File: config.mk
export PLATFORM = sky130hd
export DESIGN_NAME = hilo_muldiv
export DESIGN_NICKNAME = d
export VERILOG_FILES = /design/src/rtl/hilo_muldiv_pkg.sv /design/src/rtl/hilo_muldiv_core.sv /design/src/rtl/hilo_muldiv.sv
export SDC_FILE = /design/constraint.sdc
export NUM_CORES = 1
export LEC_CHECK = 0
export ABC_CLOCK_PERIOD_IN_PS = 8570
export CAP_MARGIN = 20
export CORE_UTILIZATION = 45
export DETAILED_ROUTE_END_ITERATION = 8
export SETUP_SLACK_MARGIN = 0.3
export SLEW_MARGIN = 20
export SYNTH_ARGS = -nofsm -noshare
export SYNTH_HDL_FRONTEND = slang
export SYNTH_HIERARCHICAL = 1
export SYNTH_SLANG_ARGS = --single-unit
File: constraint.sdc
create_clock -name clk -period 8.57 [get_ports clk]
set_input_delay 2.1425 -clock clk [delete_from_list [all_inputs] [get_ports clk]]
set_output_delay 2.1425 -clock clk [all_outputs]
set_load 0.005 [all_outputs]
File: src/rtl/hilo_muldiv_pkg.sv
// Shared definitions for the HI/LO multiply/divide unit: op encodings, FSM states
// and HILO direct-write mask bit positions.
package hilo_muldiv_pkg;

  typedef enum logic [1:0] {
    MD_MULT  = 2'b00,
    MD_MULTU = 2'b01,
    MD_DIV   = 2'b10,
    MD_DIVU  = 2'b11
  } md_op_e;

  typedef enum logic [1:0] {
    MD_IDLE  = 2'd0,
    MD_RUN   = 2'd1,
    MD_FIXUP = 2'd2
  } md_state_e;

  localparam int HILO_HI_BIT = 1;
  localparam int HILO_LO_BIT = 0;

  function automatic logic op_is_div(input logic [1:0] op);
    return op[1];
  endfunction

  function automatic logic op_is_signed(input logic [1:0] op);
    return ~op[0];
  endfunction

endpackage

File: src/rtl/hilo_muldiv_core.sv
// Iterative engine: accumulator, iteration counter and one shift-add (MUL) or
// restoring shift-subtract (DIV) step per cycle on unsigned magnitudes.
module hilo_muldiv_core #(
  parameter int WIDTH = 32,
  parameter int CNT_W = 6
) (
  input  logic               clk,
  input  logic               rst,
  input  logic               load_i,
  input  logic               fast_i,
  input  logic               step_i,
  input  logic               is_div_i,
  input  logic [WIDTH-1:0]   a_i,
  input  logic [WIDTH-1:0]   b_i,
  output logic [2*WIDTH-1:0] acc_o,
  output logic               last_o
);
  import hilo_muldiv_pkg::*;

  logic [WIDTH-1:0]   a_q, a_d;
  logic [WIDTH-1:0]   b_q, b_d;
  logic [2*WIDTH-1:0] acc_q, acc_d;
  logic [CNT_W-1:0]   cnt_q, cnt_d;
  logic [WIDTH:0]     trial;
  logic [WIDTH-1:0]   rem_sub;
  logic               fits;

  // For DIV, acc holds {remainder, quotient}; dividend bits feed in MSB-first from a_q.
  always_comb begin
    a_d     = a_q;
    b_d     = b_q;
    acc_d   = acc_q;
    cnt_d   = cnt_q;
    trial   = {acc_q[2*WIDTH-1:WIDTH], a_q[WIDTH-1]};
    fits    = (trial >= {1'b0, b_q});
    rem_sub = trial[WIDTH-1:0] - b_q;
    if (load_i) begin
      a_d   = a_i;
      b_d   = b_i;
      cnt_d = '0;
      acc_d = fast_i ? ({{WIDTH{1'b0}}, a_i} * {{WIDTH{1'b0}}, b_i}) : '0;
    end else if (step_i) begin
      cnt_d = cnt_q + CNT_W'(1);
      if (is_div_i) begin
        a_d = {a_q[WIDTH-2:0], 1'b0};
        if (fits) acc_d = {rem_sub, acc_q[WIDTH-2:0], 1'b1};
        else      acc_d = {trial[WIDTH-1:0], acc_q[WIDTH-2:0], 1'b0};
      end else begin
        b_d   = {b_q[WIDTH-2:0], 1'b0};
        acc_d = {acc_q[2*WIDTH-2:0], 1'b0} + (b_q[WIDTH-1] ? {{WIDTH{1'b0}}, a_q} : '0);
      end
    end
  end

  always_ff @(posedge clk) begin
    if (!rst) begin
      a_q   <= '0;
      b_q   <= '0;
      acc_q <= '0;
      cnt_q <= '0;
    end else begin
      a_q   <= a_d;
      b_q   <= b_d;
      acc_q <= acc_d;
      cnt_q <= cnt_d;
    end
  end

  assign acc_o  = acc_q;
  assign last_o = (cnt_q == CNT_W'(WIDTH - 1));

endmodule

File: src/rtl/hilo_muldiv.sv
// HI/LO registers with an iterative MULT/MULTU/DIV/DIVU engine, direct MTHI/MTLO writes
// and sign fixup. Optional macro HILO_FAST_MULT_EN makes multiplies single-cycle.
module hilo_muldiv #(
  parameter int WIDTH = 32,
  parameter int CNT_W = 6
) (
  input  logic             clk,
  input  logic             rst,
  input  logic             start_i,
  input  logic [1:0]       op_i,
  input  logic [WIDTH-1:0] oprand1_i,
  input  logic [WIDTH-1:0] oprand2_i,
  input  logic             cancel_i,
  input  logic [1:0]       writeHILO_i,
  input  logic [WIDTH-1:0] writeHI_data_i,
  input  logic [WIDTH-1:0] writeLO_data_i,
  output logic [WIDTH-1:0] HI_data_o,
  output logic [WIDTH-1:0] LO_data_o,
  output logic             busy_o,
  output logic             stall_o,
  output logic             done_o
);
  import hilo_muldiv_pkg::*;

  md_state_e          state_q, state_d;
  logic [WIDTH-1:0]   hi_q, hi_d, lo_q, lo_d;
  logic [WIDTH-1:0]   dividend_q, dividend_d;
  logic               done_q, done_d;
  logic               is_div_q, is_div_d;
  logic               neg_q, neg_d;
  logic               rem_neg_q, rem_neg_d;
  logic               div_zero_q, div_zero_d;

  logic               core_load, core_fast, core_step, core_last;
  logic [2*WIDTH-1:0] core_acc;
  logic               sign_a, sign_b;
  logic [WIDTH-1:0]   abs_a, abs_b;
  logic [2*WIDTH-1:0] prod;
  logic [WIDTH-1:0]   quo, rem;

  hilo_muldiv_core #(.WIDTH(WIDTH), .CNT_W(CNT_W)) u_core (
    .clk      (clk),
    .rst      (rst),
    .load_i   (core_load),
    .fast_i   (core_fast),
    .step_i   (core_step),
    .is_div_i (is_div_q),
    .a_i      (abs_a),
    .b_i      (abs_b),
    .acc_o    (core_acc),
    .last_o   (core_last)
  );

  // Magnitudes going into the engine and the signed corrections coming out of it.
  always_comb begin
    sign_a = op_is_signed(op_i) & oprand1_i[WIDTH-1];
    sign_b = op_is_signed(op_i) & oprand2_i[WIDTH-1];
    abs_a  = sign_a ? -oprand1_i : oprand1_i;
    abs_b  = sign_b ? -oprand2_i : oprand2_i;
    prod   = neg_q ? -core_acc : core_acc;
    quo    = neg_q ? -core_acc[WIDTH-1:0] : core_acc[WIDTH-1:0];
    rem    = rem_neg_q ? -core_acc[2*WIDTH-1:WIDTH] : core_acc[2*WIDTH-1:WIDTH];
  end

  always_comb begin
    state_d    = state_q;
    hi_d       = hi_q;
    lo_d       = lo_q;
    done_d     = 1'b0;
    is_div_d   = is_div_q;
    neg_d      = neg_q;
    rem_neg_d  = rem_neg_q;
    div_zero_d = div_zero_q;
    dividend_d = dividend_q;
    core_load  = 1'b0;
    core_fast  = 1'b0;
    core_step  = 1'b0;
    if (writeHILO_i[HILO_HI_BIT]) hi_d = writeHI_data_i;
    if (writeHILO_i[HILO_LO_BIT]) lo_d = writeLO_data_i;
    unique case (state_q)
      MD_IDLE: begin
        if (start_i && !cancel_i) begin
          core_load  = 1'b1;
          is_div_d   = op_is_div(op_i);
          neg_d      = sign_a ^ sign_b;
          rem_neg_d  = sign_a;
          div_zero_d = (oprand2_i == '0);
          dividend_d = oprand1_i;
`ifdef HILO_FAST_MULT_EN
          if (!op_is_div(op_i)) begin
            core_fast = 1'b1;
            state_d   = MD_FIXUP;
          end else begin
            state_d   = MD_RUN;
          end
`else
          state_d    = MD_RUN;
`endif
        end
      end
      MD_RUN: begin
        if (cancel_i) begin
          state_d = MD_IDLE;
        end else begin
          core_step = 1'b1;
          if (core_last) state_d = MD_FIXUP;
        end
      end
      MD_FIXUP: begin
        state_d = MD_IDLE;
        // The engine result overrides any direct write landing on the same edge.
        if (!cancel_i) begin
          done_d = 1'b1;
          if (!is_div_q) begin
            hi_d = prod[2*WIDTH-1:WIDTH];
            lo_d = prod[WIDTH-1:0];
          end else if (div_zero_q) begin
            hi_d = dividend_q;
            lo_d = '1;
          end else begin
            hi_d = rem;
            lo_d = quo;
          end
        end
      end
      default: state_d = MD_IDLE;
    endcase
  end

  always_ff @(posedge clk) begin
    if (!rst) begin
      state_q    <= MD_IDLE;
      hi_q       <= '0;
      lo_q       <= '0;
      done_q     <= 1'b0;
      is_div_q   <= 1'b0;
      neg_q      <= 1'b0;
      rem_neg_q  <= 1'b0;
      div_zero_q <= 1'b0;
      dividend_q <= '0;
    end else begin
      state_q    <= state_d;
      hi_q       <= hi_d;
      lo_q       <= lo_d;
      done_q     <= done_d;
      is_div_q   <= is_div_d;
      neg_q      <= neg_d;
      rem_neg_q  <= rem_neg_d;
      div_zero_q <= div_zero_d;
      dividend_q <= dividend_d;
    end
  end

  assign HI_data_o = hi_q;
  assign LO_data_o = lo_q;
  assign busy_o    = (state_q != MD_IDLE);
  assign stall_o   = busy_o | (start_i & (state_q == MD_IDLE));
  assign done_o    = done_q;

endmodule
==> metrics.txt, run 1 <==
failing checks max-slew violations; Crit path largest cell delay 1.01 ns; CTS Hold Bufs 0; largest net degree at the start of global routing 88; GRT overflow 0; global-route wire length before repair 269000 um; Hold Fails Final Rpt 0; fin nets 7560; setup TNS 0 ns; gpl congestion 0.962; Util after Layout 49.5%; Reg clk slew, reported paths 0.06 ns; Post-CTS Setup Bufs 0; Placement Rows 125; Rel. slew slack -101%; core area 116000 um^2; Die Ht 344 um; Yosys cell types 93; critical path cell sequence clkdlybuf4s50_1, nor3_1, nand2_1, nor3_2, nand2_1, o41ai_1, xnor2_2, buf_4, mux2i_1, a211oi_1; clock skew 0.0339 ns; WP data required 9.05 ns; number of global-route vias before repair 45100; Setup crit start kind primary input; maxcap violations 0; Final min period 5.77 ns; Area Overhead vs Synth 8.99%; worst min path class reg -> reg; Post-DRT Antenna Nets 0; crit path DAT 6.25 ns; CP max stage cell nor3_1; Async SR Flop Fraction 0%; share of cells above drive strength 1 5.13%; final hold slack 0.467 ns; Final setup viols 0; Mapped Cells 6248; clock sinks 237; Max Freq 173 MHz; Slew Limit Fails 41; synth warn 6; status complete, but fails checks; clock buffer depth 3; routed len/inst 22.2 um; Starting Density 45.4%; post-detail-place hpwl 132000 um; Iteration-0 DRC Markers 3675; Num CTS Buffers 28; fill count 11300; Mapped Area 52700 um^2; port bufs 202; total number of vias 44600; Avg Synthesized Cell Area 8.43 um^2; Slew @ Worst Pin 3.01 ns; period utilisation layout 67.4%; Root Driver clkbuf_16; Critical Path Most Common Cell nand2_1; Vias/cell 5.77; worst skew pair latency 0.59 ns; setup repair after global routing missed its margin no; Synth Flop Type dfxtp_1; Residual DRC 0; final WL 172000 um; Design Area, Final 57400 um^2; H-tree levels 1; CP endpoint kind flip-flop; Seq cells post-synth 237; post-CTS sizing 0; IO Pins 203; Global Route Usage Sum 29.3%; CP Max Fanout 33; worst setup path class in -> reg; Post-synth EDFFs 0; Die X 344 um; sequential-to-total area share from yosys stat 9.01%; Pre-Repair DR Iteration Count 6; Die Area 118000 um^2; placed inst area 56400 um^2; TritonCTS clock tree built; initial antenna violation count 10
==> cells in the mapped netlist (all sizes together), types with 28 or more instances <==
library cell  number  area, um^2
o211ai            34         260
a21o              46         348
nor4              33         213
a21boi            53         398
nand2            743        2790
ha               331        4140
fa               898       18000
or3               34         220
nand3             59         295
a211oi            84         643
a31oi             38         238
o21ai            233        1170
inv              947        3550
o31ai             43         355
o41ai             30         278
nor2             235         882
xnor2            142        1240
nor3              61         310
mux2              48         541
nand4             49         307
dfxtp            237        4740
clkbuf           361        1420
a221oi            39         354
xor2             114         998
buf               28         143
mux2i            109        1090
a21oi            276        1380
and2             634        3970
==> logic make-up after synthesis <==
logic type                 Yosys count  share of synthesized area (%)
AOI/OAI and AO/OA                 1041                           12.9
xor gates and xnor gates           256                           4.26
adders and majority gates         1229                           42.0
buffers and inverters             1338                           9.72
DFF                                237                           9.01
muxes                              157                           3.10
other                                1                        0.00712
and+or+nand+nor                   1989                           19.0
==> registers in the layout, summed over array words and instances (netlist names) <==
register	flops
is_div_q	1
rem_neg_q	1
u_core/acc_o	64
done_o	1
state_q	2
HI_data_o	32
dividend_q	32
u_core/a_q	32
u_core/cnt_q	6
u_core/b_q	32
neg_q	1
LO_data_o	32
div_zero_q	1
==> placed cells by master, fill, tap and decap left out, types with 23 or more instances in the layout <==
| cell type | netlist | layout |
|---|---|---|
| a221oi_1 | 37 | 37 |
| nand2_1 | 742 | 742 |
| clkbuf_16 | 0 | 29 |
| o21ai_0 | 230 | 228 |
| a21boi_0 | 52 | 52 |
| o21bai_1 | 24 | 24 |
| o21a_1 | 23 | 23 |
| or3_1 | 28 | 28 |
| mux2_2 | 48 | 48 |
| and3_1 | 23 | 23 |
| xnor2_1 | 142 | 109 |
| fa_1 | 898 | 898 |
| buf_4 | 3 | 98 |
| nand4_1 | 49 | 49 |
| dfxtp_1 | 237 | 235 |
| inv_1 | 947 | 946 |
| xor2_1 | 114 | 89 |
| clkdlybuf4s50_1 | 0 | 200 |
| o41ai_1 | 28 | 28 |
| a21o_1 | 44 | 44 |
| a31oi_1 | 38 | 38 |
| a211oi_1 | 83 | 83 |
| and2_1 | 633 | 633 |
| nor3_1 | 60 | 59 |
| xnor2_2 | 0 | 33 |
| nor2_1 | 235 | 229 |
| o211ai_1 | 33 | 33 |
| nand2b_1 | 23 | 23 |
| a21oi_1 | 276 | 276 |
| mux2i_1 | 109 | 109 |
| nor4_1 | 32 | 32 |
| ha_1 | 331 | 331 |
| nand3_1 | 59 | 59 |
| o31ai_1 | 40 | 40 |
==> per-layer routing <==
metal / track usage (%) / vias up / wire (um)
met5: 0 / - / 8
met4: 6.88 / 2 / 4060
met3: 3.81 / 220 / 13500
met2: 47.3 / 1788 / 79000
met1: 41.7 / 22700 / 75600
li1: - / 20000 / -
==> final timing paths <==
| kind | start | to | slack [ns] | cells after the start |
|---|---|---|---|---|
| max | oprand1_i[20] | u_core/a_q[29]$_SDFFE_PN0P_ | 2.80 | 10 |
| min | dividend_q[19]$_SDFFE_PN0P_ | dividend_q[19]$_SDFFE_PN0P_ | 0.47 | 2 |
| max reg2reg | u_core/b_q[31]$_SDFFE_PN0P_ | u_core/acc_o[49]$_SDFFE_PN0P_ | 3.90 | 16 |
| min reg2reg | dividend_q[19]$_SDFFE_PN0P_ | dividend_q[19]$_SDFFE_PN0P_ | 0.47 | 2 |
==> metrics by stage <==
step | setup WS [ns] | instances
global placement | 2.21 | 7689
floorplan | 3.97 | 6255
CTS | 2.79 | 7739
global route | 2.82 | 7739
finish | 2.80 | 7742
detailed placement | 2.21 | 7689
==> cell type report <==
type	instances	area [um^2]	area share (%)
Tap cell	1524	1910	3.32
Multi-Input combinational cell	4680	43400	75.6
Sequential cell	237	4750	8.27
Antenna cell	3	7.51	0.0131
Clock buffer	39	843	1.47
Timing Repair Buffer	299	2740	4.78
Inverter	949	3570	6.21
Clock inverter	11	186	0.325
==> critical path, delay by kind of cell <==
kind / cells / cell delay [ns]
XOR/XNOR: 1 / 0.16
buffers and inverters: 2 / 1.06
multiplexers: 1 / 0.15
AND/OR/NAND/NOR: 4 / 2.01
AO/OA/AOI/OAI: 2 / 0.71
Power of run 1 is not shown: default switching activity piles up to over one toggle a cycle in this logic, so the estimate is an artifact.
==> run 2, diff against run 1 <==
Settings changed: ABC_CLOCK_PERIOD_IN_PS 8570 to 5100.
Clock period 8.57 ns to 5.1 ns, I/O delays scaled along.
==> run 2 against run 1 <==
Clock-buffer cell count shrank 1. Flip-flop and latch count is the same. Register-to-register slack lost 3.0 ns. The flow still finishes with violations (max-slew violations). Die area is the same. Clock skew is essentially flat. Non-clock buffer count grew 36. Worst hold slack lost 0.0025 ns. Global-route usage shrank 0.071 points. Final area grew 0.43%. First-iteration DRC count shrank 0.84%. Wire length shrank 0.40%. Highest routed layer is now met4. Via count shrank 0.63%.
==> metrics.txt, run 2 (synthesis gave the netlist of run 1 again) <==
worst setup path class reg -> reg; setup TNS 0 ns (unchanged); Final setup viols 0 (unchanged); Residual DRC 0 (unchanged); global-route wire length before repair 269000 um (-0.19%); Starting Density 45.4% (unchanged); port bufs 202 (unchanged); Placement Rows 125 (unchanged); gpl congestion 0.995 (+3.5%); status complete, but fails checks; Rel. slew slack -111% (-10 points); Crit path largest cell delay 0.51 ns (-0.50 ns); share of cells above drive strength 1 5.71% (+0.57 points); Pre-Repair DR Iteration Count 6 (unchanged); Post-CTS Setup Bufs 0 (unchanged); Die X 344 um (unchanged); Area Overhead vs Synth 9.46%; Post-DRT Antenna Nets 0 (unchanged); Die Ht 344 um (unchanged); failing checks max-slew violations; CTS Hold Bufs 0 (unchanged); Reg clk slew, reported paths 0.07 ns (about the same); clock sinks 237 (unchanged); clock buffer depth 3 (unchanged); Die Area 118000 um^2 (unchanged); largest net degree at the start of global routing 61 (-31%); H-tree levels 1 (unchanged); Max Freq 238 MHz; initial antenna violation count 5 (-5); Slew Limit Fails 41 (unchanged); clock skew 0.0336 ns (-0.000309 ns); register area 4750 um^2 (unchanged); Setup crit start kind flip-flop; number of global-route vias before repair 45300 (+0.43%); Iteration-0 DRC Markers 3644 (-0.84%); commonest non-fill, non-tap cell in the layout inv_1; WP data required 5.65 ns (-3.40 ns); period utilisation layout 82.4%; Global Route Usage Sum 29.2% (-0.071 points); TritonCTS clock tree built; most frequent cells in the layout inv_1, fa_1, nand2_1, and2_1, ha_1; GRT overflow 0 (unchanged); maxcap violations 0 (unchanged); fill count 11200 (-0.71%); CP max stage cell a21boi_1; CP endpoint kind flip-flop; IO Pins 203 (unchanged); Multi-input gate area 43400 um^2 (about the same); crit path DAT 4.75 ns (-1.50 ns); routed len/inst 22.0 um (-0.89%); WHS Path Cells 2 (unchanged); post-CTS sizing 0 (unchanged); worst min path class reg -> reg; Final min period 4.20 ns; Critical Path Most Common Cell a21oi_1; setup repair after global routing missed its margin no; post-detail-place hpwl 133000 um (+1.0%); final hold slack 0.464 ns (-0.00250 ns); final WL 171000 um (-0.40%); critical path cell sequence and2_1, ha_1, inv_1, fa_1, nand2b_1, a21oi_1, o2111ai_1, a21oi_1, a41oi_1, a21boi_1, buf_4, nand2_1, or3_1, a41o_1, a21oi_1; fin nets 7597 (+0.49%); max reg flops 64 (unchanged); Vias/cell 5.70 (-1.1%); CP Max Fanout 11 (-67%); Root Driver clkbuf_16; core area 116000 um^2 (unchanged); Hold Fails Final Rpt 0 (unchanged); Num CTS Buffers 29 (+3.6%); worst skew pair latency 0.62 ns (+0.03 ns); R2R cell count 15 (-1); total number of vias 44400 (-0.63%); Slew @ Worst Pin 3.16 ns (+0.151 ns)
## run 2: worst paths after layout
| check | startpoint | end | slack (ns) |
|---|---|---|---|
| hold reg to reg | dividend_q[17]$_SDFFE_PN0P_ | dividend_q[17]$_SDFFE_PN0P_ | 0.46 |
| setup reg to reg | u_core/b_q[31]$_SDFFE_PN0P_ | u_core/acc_o[35]$_SDFFE_PN0P_ | 0.90 |
| hold / removal | dividend_q[17]$_SDFFE_PN0P_ | dividend_q[17]$_SDFFE_PN0P_ | 0.46 |
| setup / recovery | u_core/b_q[31]$_SDFFE_PN0P_ | u_core/acc_o[35]$_SDFFE_PN0P_ | 0.90 |
## run 2: area by class of cell
class / count / share of cell area [%]
sequential: 237 / 8.23
timing repair buffer: 335 / 5.25
tap: 1524 / 3.31
antenna: 1 / 0.00434
clock inverter: 16 / 0.360
clock buffer: 38 / 1.42
multi-input combinational: 4680 / 75.2
inverter: 949 / 6.19
## run 2: per-stage QoR
step	utilization [%]	setup slack, ns	std cells	cell area (um^2)
2_1_floorplan	-	1.47	6255	52700
3_3_place_gp	48.8	0.577	7725	56600
3_5_place_dp	48.8	0.597	7725	56600
4_1_cts	49.7	1.08	7779	57700
5_1_grt	49.7	0.760	7779	57700
6_report	49.7	0.898	7780	57700
## run 2: worst max-delay path: cells and delay by family (launching register included)
kind	cells	cell delay, ns
buffers and inverters	2	0.31
AND/OR/NAND/NOR	4	0.76
AO/OA/AOI/OAI	7	2.07
flip-flops	1	0.47
adder cells (fa/ha/maj)	2	0.55
## run 2: layer usage
layer / global-route usage, % / wire length, um / vias up
met5: 0 / 0 / -
met4: 8.90 / 5560 / 0
met3: 3.05 / 11700 / 259
met2: 47.5 / 78400 / 1621
met1: 41.1 / 75900 / 22400
li1: - / - / 20000
Power of run 2 is left out for the same reason.
